<file path="src/rtl/wave_gen.sv">
// wave_gen: bounded triangle / sawtooth generator with step, prescaler and
// boundary-applied config handshake. Define WAVEGEN_PERIOD_CNT_EN for period_count.
module wave_gen #(
    parameter int WIDTH     = 8,
    parameter int PRE_WIDTH = 8
) (
    input  logic                 clk,
    input  logic                 rst,
    input  logic                 enable,
    input  logic                 cfg_valid,
    output logic                 cfg_ready,
    input  logic [1:0]           cfg_mode,
    input  logic [WIDTH-1:0]     cfg_min,
    input  logic [WIDTH-1:0]     cfg_max,
    input  logic [WIDTH-1:0]     cfg_step,
    input  logic [PRE_WIDTH-1:0] cfg_prescale,
    output logic [WIDTH-1:0]     value,
    output logic                 direction,
    output logic                 peak,
    output logic                 valley
`ifdef WAVEGEN_PERIOD_CNT_EN
    ,
    output logic [15:0]          period_count
`endif
);

    typedef enum logic [1:0] {
        MODE_TRI = 2'b00,
        MODE_UP  = 2'b01,
        MODE_DN  = 2'b10
    } mode_e;

    mode_e                mode_q, mode_d;
    logic [WIDTH-1:0]     min_q, min_d;
    logic [WIDTH-1:0]     max_q, max_d;
    logic [WIDTH-1:0]     step_q, step_d;
    logic [PRE_WIDTH-1:0] pre_q, pre_d;

    logic                 pend_q, pend_d;
    mode_e                pmode_q, pmode_d;
    logic [WIDTH-1:0]     pmin_q, pmin_d;
    logic [WIDTH-1:0]     pmax_q, pmax_d;
    logic [WIDTH-1:0]     pstep_q, pstep_d;
    logic [PRE_WIDTH-1:0] ppre_q, ppre_d;

    logic [WIDTH-1:0]     value_q, value_d;
    logic                 dir_q, dir_d;
    logic                 peak_q, peak_d;
    logic                 valley_q, valley_d;
    logic [PRE_WIDTH-1:0] cnt_q, cnt_d;
    logic                 ready_q, ready_d;
    logic                 applied_q, applied_d;
`ifdef WAVEGEN_PERIOD_CNT_EN
    logic [15:0]          pcnt_q, pcnt_d;
`endif

    logic             xfer;
    logic             tick;
    logic             degen;
    logic             pdegen;
    logic             apply;
    logic             boundary;
    logic [WIDTH:0]   up_sum;
    logic [WIDTH:0]   dn_dif;
    logic [WIDTH-1:0] nxt_up;
    logic [WIDTH-1:0] nxt_dn;
    logic [WIDTH-1:0] nv;
    logic             nd;
    mode_e            in_mode;

    // Clamped neighbours of the current value, one extra bit for carry/borrow.
    always_comb begin
        up_sum   = {1'b0, value_q} + {1'b0, step_q};
        dn_dif   = {1'b0, value_q} - {1'b0, step_q};
        nxt_up   = (up_sum > {1'b0, max_q}) ? max_q : up_sum[WIDTH-1:0];
        nxt_dn   = (dn_dif[WIDTH] || (dn_dif[WIDTH-1:0] < min_q))
                 ? min_q : dn_dif[WIDTH-1:0];
        nv       = value_q;
        nd       = dir_q;
        boundary = 1'b0;
        case (mode_q)
            MODE_UP: begin
                nv       = (value_q == max_q) ? min_q : nxt_up;
                nd       = 1'b0;
                boundary = (value_q == max_q);
            end
            MODE_DN: begin
                nv       = (value_q == min_q) ? max_q : nxt_dn;
                nd       = 1'b1;
                boundary = (value_q == min_q);
            end
            default: begin
                if (!dir_q) begin
                    nv = (value_q == max_q) ? nxt_dn : nxt_up;
                    nd = (value_q == max_q);
                end else begin
                    nv = (value_q == min_q) ? nxt_up : nxt_dn;
                    nd = (value_q != min_q);
                end
                boundary = (nv == min_q);
            end
        endcase
    end

    always_comb begin
        mode_d    = mode_q;
        min_d     = min_q;
        max_d     = max_q;
        step_d    = step_q;
        pre_d     = pre_q;
        pend_d    = pend_q;
        pmode_d   = pmode_q;
        pmin_d    = pmin_q;
        pmax_d    = pmax_q;
        pstep_d   = pstep_q;
        ppre_d    = ppre_q;
        value_d   = value_q;
        dir_d     = dir_q;
        peak_d    = 1'b0;
        valley_d  = 1'b0;
        cnt_d     = cnt_q;
        ready_d   = ready_q;
        applied_d = 1'b0;
`ifdef WAVEGEN_PERIOD_CNT_EN
        pcnt_d    = pcnt_q;
`endif
        in_mode = (cfg_mode == 2'b11) ? MODE_TRI : mode_e'(cfg_mode);
        xfer    = cfg_valid & ready_q;
        tick    = enable & (cnt_q == pre_q);
        degen   = (min_q >= max_q);
        pdegen  = (pmin_q >= pmax_q);
        apply   = pend_q & (~enable | degen | (tick & boundary));

        if (enable) begin
            cnt_d = tick ? '0 : cnt_q + 1'b1;
        end
        if (applied_q) begin
            ready_d = 1'b1;
        end
        if (xfer) begin
            pend_d  = 1'b1;
            pmode_d = in_mode;
            pmin_d  = cfg_min;
            pmax_d  = cfg_max;
            pstep_d = (cfg_step == '0) ? WIDTH'(1) : cfg_step;
            ppre_d  = cfg_prescale;
            ready_d = 1'b0;
        end

        if (apply) begin
            mode_d    = pmode_q;
            min_d     = pmin_q;
            max_d     = pmax_q;
            step_d    = pstep_q;
            pre_d     = ppre_q;
            pend_d    = 1'b0;
            applied_d = 1'b1;
            cnt_d     = '0;
            dir_d     = (pmode_q == MODE_DN) && !pdegen;
            value_d   = dir_d ? pmax_q : pmin_q;
`ifdef WAVEGEN_PERIOD_CNT_EN
            pcnt_d    = '0;
`endif
        end else if (degen) begin
            value_d = min_q;
            dir_d   = 1'b0;
        end else if (tick) begin
            value_d  = nv;
            dir_d    = nd;
            peak_d   = (nv == max_q);
            valley_d = (nv == min_q);
`ifdef WAVEGEN_PERIOD_CNT_EN
            if (boundary) begin
                pcnt_d = pcnt_q + 16'd1;
            end
`endif
        end
    end

    always_ff @(posedge clk) begin
        if (rst) begin
            mode_q    <= MODE_TRI;
            min_q     <= '0;
            max_q     <= '1;
            step_q    <= WIDTH'(1);
            pre_q     <= '0;
            pend_q    <= 1'b0;
            pmode_q   <= MODE_TRI;
            pmin_q    <= '0;
            pmax_q    <= '0;
            pstep_q   <= '0;
            ppre_q    <= '0;
            value_q   <= '0;
            dir_q     <= 1'b0;
            peak_q    <= 1'b0;
            valley_q  <= 1'b0;
            cnt_q     <= '0;
            ready_q   <= 1'b1;
            applied_q <= 1'b0;
`ifdef WAVEGEN_PERIOD_CNT_EN
            pcnt_q    <= '0;
`endif
        end else begin
            mode_q    <= mode_d;
            min_q     <= min_d;
            max_q     <= max_d;
            step_q    <= step_d;
            pre_q     <= pre_d;
            pend_q    <= pend_d;
            pmode_q   <= pmode_d;
            pmin_q    <= pmin_d;
            pmax_q    <= pmax_d;
            pstep_q   <= pstep_d;
            ppre_q    <= ppre_d;
            value_q   <= value_d;
            dir_q     <= dir_d;
            peak_q    <= peak_d;
            valley_q  <= valley_d;
            cnt_q     <= cnt_d;
            ready_q   <= ready_d;
            applied_q <= applied_d;
`ifdef WAVEGEN_PERIOD_CNT_EN
            pcnt_q    <= pcnt_d;
`endif
        end
    end

    assign cfg_ready = ready_q;
    assign value     = value_q;
    assign direction = dir_q;
    assign peak      = peak_q;
    assign valley    = valley_q;
`ifdef WAVEGEN_PERIOD_CNT_EN
    assign period_count = pcnt_q;
`endif

endmodule

</file>
<file path="config.mk">
export PLATFORM = sky130hd
export DESIGN_NAME = wave_gen
export DESIGN_NICKNAME = d
export VERILOG_FILES = /design/src/rtl/wave_gen.sv
export SDC_FILE = /design/constraint.sdc
export NUM_CORES = 1
export LEC_CHECK = 0
export ABC_AREA = 1
export CORE_MARGIN = 10
export CORE_UTILIZATION = 40
export DETAILED_ROUTE_END_ITERATION = 6
export REMOVE_ABC_BUFFERS = 1
export SETUP_SLACK_MARGIN = 0.2
export SYNTH_ARGS = -nofsm -noshare
export SYNTH_HDL_FRONTEND = slang
export SYNTH_SLANG_ARGS = --single-unit
export TNS_END_PERCENT = 5
</file>
<file path="constraint.sdc">
create_clock -name clk -period 4.93 [get_ports clk]
set_clock_uncertainty 0.2 [all_clocks]
set_input_delay 0.986 -clock clk [delete_from_list [all_inputs] [get_ports clk]]
set_output_delay 0.986 -clock clk [all_outputs]
set_load 0.01 [all_outputs]
</file>
==> reports/results.tsv, run 1 <==
metric	value	unit
fin_area	7660	um^2
yosysSeqAreaShare	27.8	%
synth_flop_cell	dfxtp_1	
cts_htree_levels	3	
die_area	21700	um^2
maxCapViolations	0	
hold_path_end	step_q[4]	
wl	19100	um
finalSetupViolCount	0	
drc	0	
fin_nets	1094	
synth_area_per_cell	6.72	um^2
die_y	147	um
min_path_cells	2	
ys_ff_latch	90	
seqCellArea	1800	um^2
worst_pin_slew	884	ps
initial_core_util	40.8	%
clk_latency	340	ps
io_buffers	49	
cts-root-buf	clkbuf_16	
max-clock-path-buffers	2	
die_w	147	um
hpwl	14300	um
grt_pass1_vias	5942	
r2r_setup_slack	530	ps
status	completed	
num_rows	46	
cp-end-kind	flip-flop	
max-vdd-ir-drop	0.173	mV
r2r-end	max_q[1]	
rsz0062_at_grt	true	
period_share	89.2	%
max_slew_margin	41.0	%
holdWs	244	ps
powerDensity	373	nW/um^2
synth.cell_area	6490	um^2
synthToLayoutAreaGrowth	18.1	%
postLayoutCoreUtil	48.3	%
hp-start	pstep_q[4]	
fin_tns_setup	0	ps
critPathRequiredTime	4910	ps
gr-total-overflow	0	
grt_pass1_wl	30600	um
drt-initial-drc-count	604	
clkSlewWorstSetupHoldPaths	70	ps
placed_area	7190	um^2
slew_violations	0	
crit_type	flip-flop to flip-flop	
ioPinCount	50	
max_stage_delay	400	ps
total_power	0.00286	W
wl_per_cell	15.6	um
grt_max_degree	60	
drive_gt1_share	8.23	%
synth_cells	965	
synth_top_area_share	27.8	%
max_freq	228	MHz
cp.arrival	4380	ps
synth_cell_types	48	
core	15900	um^2
clock-sinks	90	
cp-start-kind	flip-flop	
synth_area_leaders	dfxtp_1 (28%), nand2_1 (14%), ha_1 (9.6%)	
critPathSlowestCell	fa_1	
worst-r2r-cell-count	30	
ant_nets	0	
drtPass1Iterations	6	
vias	6353	
tritoncts	yes	
min_path_type	flip-flop to flip-flop	
yosysTopAreaCell	dfxtp_1	
hold_viol_final	0	
cts_buffers	9	
synth_edf_count	0	
p_leak	3.62	nW
diodes	0	
multiInputGateArea	4200	um^2
period_needed	4400	ps
place.gp.congestion	0.917	
yosys_warnings	0	
synthArstFlopShare	0	%
r2r-start	value[0]	
grtUsageTotal	17.1	%
nFillCells	1648	
crit_top_cell	nand2_1	
antenna_found_initial	0	
cp_max_fo	15	
viasPerCell	5.19	
[final cells by class]
type | count | share of cell area, %
tap | 216 | 3.53
clock inverter | 6 | 1.18
sequential | 90 | 23.5
inverter | 102 | 5.00
clock buffer | 10 | 2.99
timing repair buffer | 69 | 9.01
multi-input combinational | 732 | 54.8
[per-stage QoR]
| step | cells | setup slack [ps] |
|---|---|---|
| finish | 1225 | 535 |
| global route | 1225 | 187 |
| CTS | 1221 | 346 |
| detailed placement | 1205 | 380 |
| global placement | 1205 | 392 |
| floorplan | 922 | 682 |
[where the power goes]
group	total [W]	internal, W	switching, W
clock network	0.000734	0.000446	0.000288
logic	0.00128	0.000480	0.000797
registers	0.000848	0.000780	0.0000678
[placed cells by master (no fill, tap or decap), drive strengths merged, types with 42 or more instances in the layout]
master,n
nor2,74
a21oi,48
inv,100
clkdlybuf4s50,49
ha,50
o21ai,76
dfxtp,90
xor2,42
nand3,113
nand2,252
[repair_timing]
action                     4_1_cts  5_1_grt
gates resized for setup          0       19
setup endpoints to repair        0       55
buffers inserted                 0        1
hold buffers                     0        0
[state kept, by name, summed over array words and instances (netlist names), 2 cells and up]
register,count
cnt_q,8
max_q,8
min_q,8
pmax_q,8
pmin_q,8
ppre_q,8
pre_q,8
pstep_q,8
step_q,8
value,8
mode_q,2
pmode_q,2
[synthesized netlist by cell type, types with 2 or more instances]
library cell  instances
or2_1                 2
xor2_1               42
nand2_1             242
o21ai_1               2
nor4_1                3
nand4_1              13
nor2_1               70
a21oi_1              45
a21oi_2               3
nand3_2               2
clkbuf_1             23
inv_2                 9
buf_4                 3
o211ai_1             22
inv_1                90
dfxtp_1              90
nor4_2                3
buf_1                 2
buf_2                12
nor3_1                8
o21a_1                4
nand2_2               5
fa_1                  2
clkinv_1              3
xnor2_1               2
and2_1                3
nand2_4               5
buf_6                 3
o21ai_0              72
ha_1                 50
a31oi_1               3
nand3_1             111
[worst max-delay path: cells and delay by family, from the launching register on]
kind	cells	cell delay, ps
compound gates	2	360
xor+xnor	1	190
fa+ha+maj	3	910
buf+inv	1	240
flops	1	380
simple gates	23	1950
[worst max-delay path by stage]
| stage | cells past startpoint | start | to | slack, ps |
|---|---|---|---|---|
| 6_report | 30 | value[0] | max_q[1] | 530 |
| 3_5_place_dp | 33 | value[0] | pre_q[5] | 380 |
| 3_3_place_gp | 33 | value[0] | min_q[5] | 390 |
| 5_1_grt | 32 | value[0] | max_q[1] | 190 |
| 2_1_floorplan | 33 | value[0] | pend_q | 680 |
| 4_1_cts | 33 | value[0] | min_q[7] | 350 |
[logic make-up (layout without fill, tap and decap cells)]
| group | Yosys count | in the layout | share of synthesized area [%] |
|---|---|---|---|
| compound gates | 162 | 162 | 14.6 |
| buf+inv | 145 | 187 | 9.14 |
| flops | 90 | 90 | 27.8 |
| simple gates | 472 | 474 | 32.3 |
| xor+xnor | 44 | 44 | 5.94 |
| fa+ha+maj | 52 | 52 | 10.3 |
[per-layer routing]
metal,up-vias,GRT usage (%),share of wire (%)
li1,3262,-,-
met1,2861,23.8,48
met2,196,25.7,45
met3,34,1.90,4.6
met4,0,7.83,2.6
met5,-,0,0
Note: power is estimated with default switching activity, not from simulation.
==> run 2, diff against run 1 <==
--- a/config.mk
+++ b/config.mk
@@ -9,8 +9,10 @@
 export CORE_MARGIN = 10
 export CORE_UTILIZATION = 40
 export DETAILED_ROUTE_END_ITERATION = 6
+export GPL_TIMING_DRIVEN = 0
 export REMOVE_ABC_BUFFERS = 1
 export SETUP_SLACK_MARGIN = 0.2
+export SKIP_LAST_GASP = 1
 export SYNTH_ARGS = -nofsm -noshare
 export SYNTH_HDL_FRONTEND = slang
 export SYNTH_SLANG_ARGS = --single-unit
==> run 2 against run 1 <==
Net effect: worst hold slack lost 11 ps; clock power decreased by 6.3%; maximum frequency decreased by 0.18%.
==> reports/results.tsv, run 2 (synthesis results as in run 1) <==
metric	value	unit	change
status	completed		
cp_max_fo	8		-7
finalSetupViolCount	0		unchanged
wl	19200	um	+0.42%
drt-initial-drc-count	697		+15%
ioPinCount	50		unchanged
p_int	0.00169	W	-0.81%
tritoncts	yes		
grtUsageTotal	17.1	%	about the same
critPathRequiredTime	5020	ps	+110 ps
cp-start-kind	flip-flop		
fin_ws	527	ps	-7.91 ps
hp-start	pstep_q[2]		
cts.hold.buffers_added	0		unchanged
min_path_type	flip-flop to flip-flop		
antenna_found_initial	0		unchanged
drive_gt1_share	9.90	%	+1.7 points
clkSlewWorstSetupHoldPaths	60	ps	about the same
die_w	147	um	unchanged
die_area	21700	um^2	unchanged
r2r-start	value[6]		
clk_latency	340	ps	about the same
cts-root-buf	clkbuf_16		
powerDensity	376	nW/um^2	+0.70%
worst-r2r-cell-count	27		-10%
worst_pin_slew	1220	ps	+334 ps
rsz0062_at_grt	false		
min_path_cells	2		unchanged
grt_pass1_wl	30600	um	+0.13%
r2r-end	applied_q		
num_rows	46		unchanged
crit_top_cell	nand2_1		
seqCellArea	1810	um^2	+0.42%
sequentialPowerShare	30.1	%	+0.4 points
clock-sinks	90		unchanged
crit_type	flip-flop to flip-flop		
place.gp.congestion	0.914		-0.39%
grt_pass1_vias	5798		-2.4%
fin_area	7710	um^2	+0.57%
ant_nets	0		unchanged
gr-total-overflow	0		unchanged
viasPerCell	5.21		+0.41%
multiInputGateArea	4310	um^2	+2.7%
hpwl	13400	um	-6.1%
max-vdd-ir-drop	0.203	mV	+17%
period_share	89.3	%	+0.16 points
fin_nets	1095		+0.091%
nFillCells	1664		+0.97%
hold_viol_final	0		unchanged
swShare	41.5	%	+1.2 points
max_slew_margin	18.6	%	-22 points
critPathSlowestCell	dfxtp_1		
fin_tns_setup	0	ps	unchanged
final_cell_mix	nand2_1 (236), nand3_1 (108), inv_1 (89)		
vias	6384		+0.49%
diodes	0		unchanged
drtPass1Iterations	6		unchanged
maxCapViolations	0		unchanged
r2r_setup_slack	530	ps	about the same
hold_path_end	step_q[2]		
period_needed	4400	ps	+7.91 ps
core	15900	um^2	unchanged
switchingPower	0.00120	W	+4.4%
cts_htree_levels	3		unchanged
p_comb_share	46.2	%	+1.5 points
clkPwrFrac	23.8	%	-1.9 points
crit_family	simple AND/OR/NAND/NOR gates		
grt_max_degree	53		-12%
placed_area	7060	um^2	-1.8%
die_y	147	um	unchanged
wl_per_cell	15.6	um	+0.34%
crit_buf_inv	3		+2
cts_buffers	9		unchanged
cp.arrival	4490	ps	+110 ps
max_stage_delay	560	ps	+160 ps
place_ws	-436	ps	-816 ps
cp-end-kind	flip-flop		
max-clock-path-buffers	2		unchanged
io_buffers	49		unchanged
synthToLayoutAreaGrowth	18.8	%	
max_freq	227	MHz	-0.18%
total_power	0.00290	W	+1.3%
slew_violations	0		unchanged
drc	0		unchanged
holdWs	234	ps	-10.7 ps
initial_core_util	40.8	%	unchanged
p_leak	3.63	nW	+0.19%
layout_commonest_cell	nand2_1		
[run 2: changes by cell type in the layout (fill, tap and decap cells not counted), sizes merged]
| cell | change |
|---|---|
| nand2 | +4 |
| buf | -2 |
| clkbuf | -1 |
| bufinv | -1 |
| clkinv | +1 |
[run 2: area by class of cell]
class	count	area share, %
Timing Repair Buffer	66	8.28
Inverter	102	4.97
Sequential cell	90	23.5
Clock buffer	10	2.97
Clock inverter	6	0.844
Tap cell	216	3.51
Multi-Input combinational cell	736	55.9
[run 2: worst min-delay path: stages, from the launching register on]
cell and delay [ps]:
dfxtp_1 310, nand2_1 60, nand2_1 40
[run 2: worst max-delay path by stage]
stage              start   endpoint  slack, ps  cells after the start
2_1_floorplan   value[0]     pend_q        680                     33
3_3_place_gp    value[2]  step_q[7]       -400                     35
3_5_place_dp    value[2]  step_q[7]       -440                     35
4_1_cts         value[2]  step_q[7]        210                     31
5_1_grt        step_q[2]   pre_q[5]        160                     38
6_report        value[6]  applied_q        530                     27
[run 2: stage by stage]
stage	utilization (%)	cells
final	48.5	1226
after global routing	48.5	1226
after CTS	47.1	1213
after detailed placement	44.4	1188
after global placement	44.3	1187
after floorplan	-	922
[run 2: what timing repair did]
item,4_1_cts,5_1_grt
gates resized for setup,7,35
gates cloned,5,2
pin swaps,2,9
endpoints found under the setup margin,55,55
buffers inserted,4,11
[run 2: power groups by stage]
stage	Clock [W]	Combinational [W]	Sequential, W
after global placement	0	0.00118	0.000876
after CTS	0.000694	0.00121	0.000863
after global routing	0.000714	0.00150	0.000878
after detailed placement	0	0.00119	0.000878
after floorplan	0	0.000879	0.000853
final	0.000688	0.00134	0.000870
[run 2: layer usage]
metal	global-route usage, %	share of wire [%]
met5	0	0
met4	5.10	1.6
met3	1.93	4.1
met2	26.5	45
met1	24.2	49
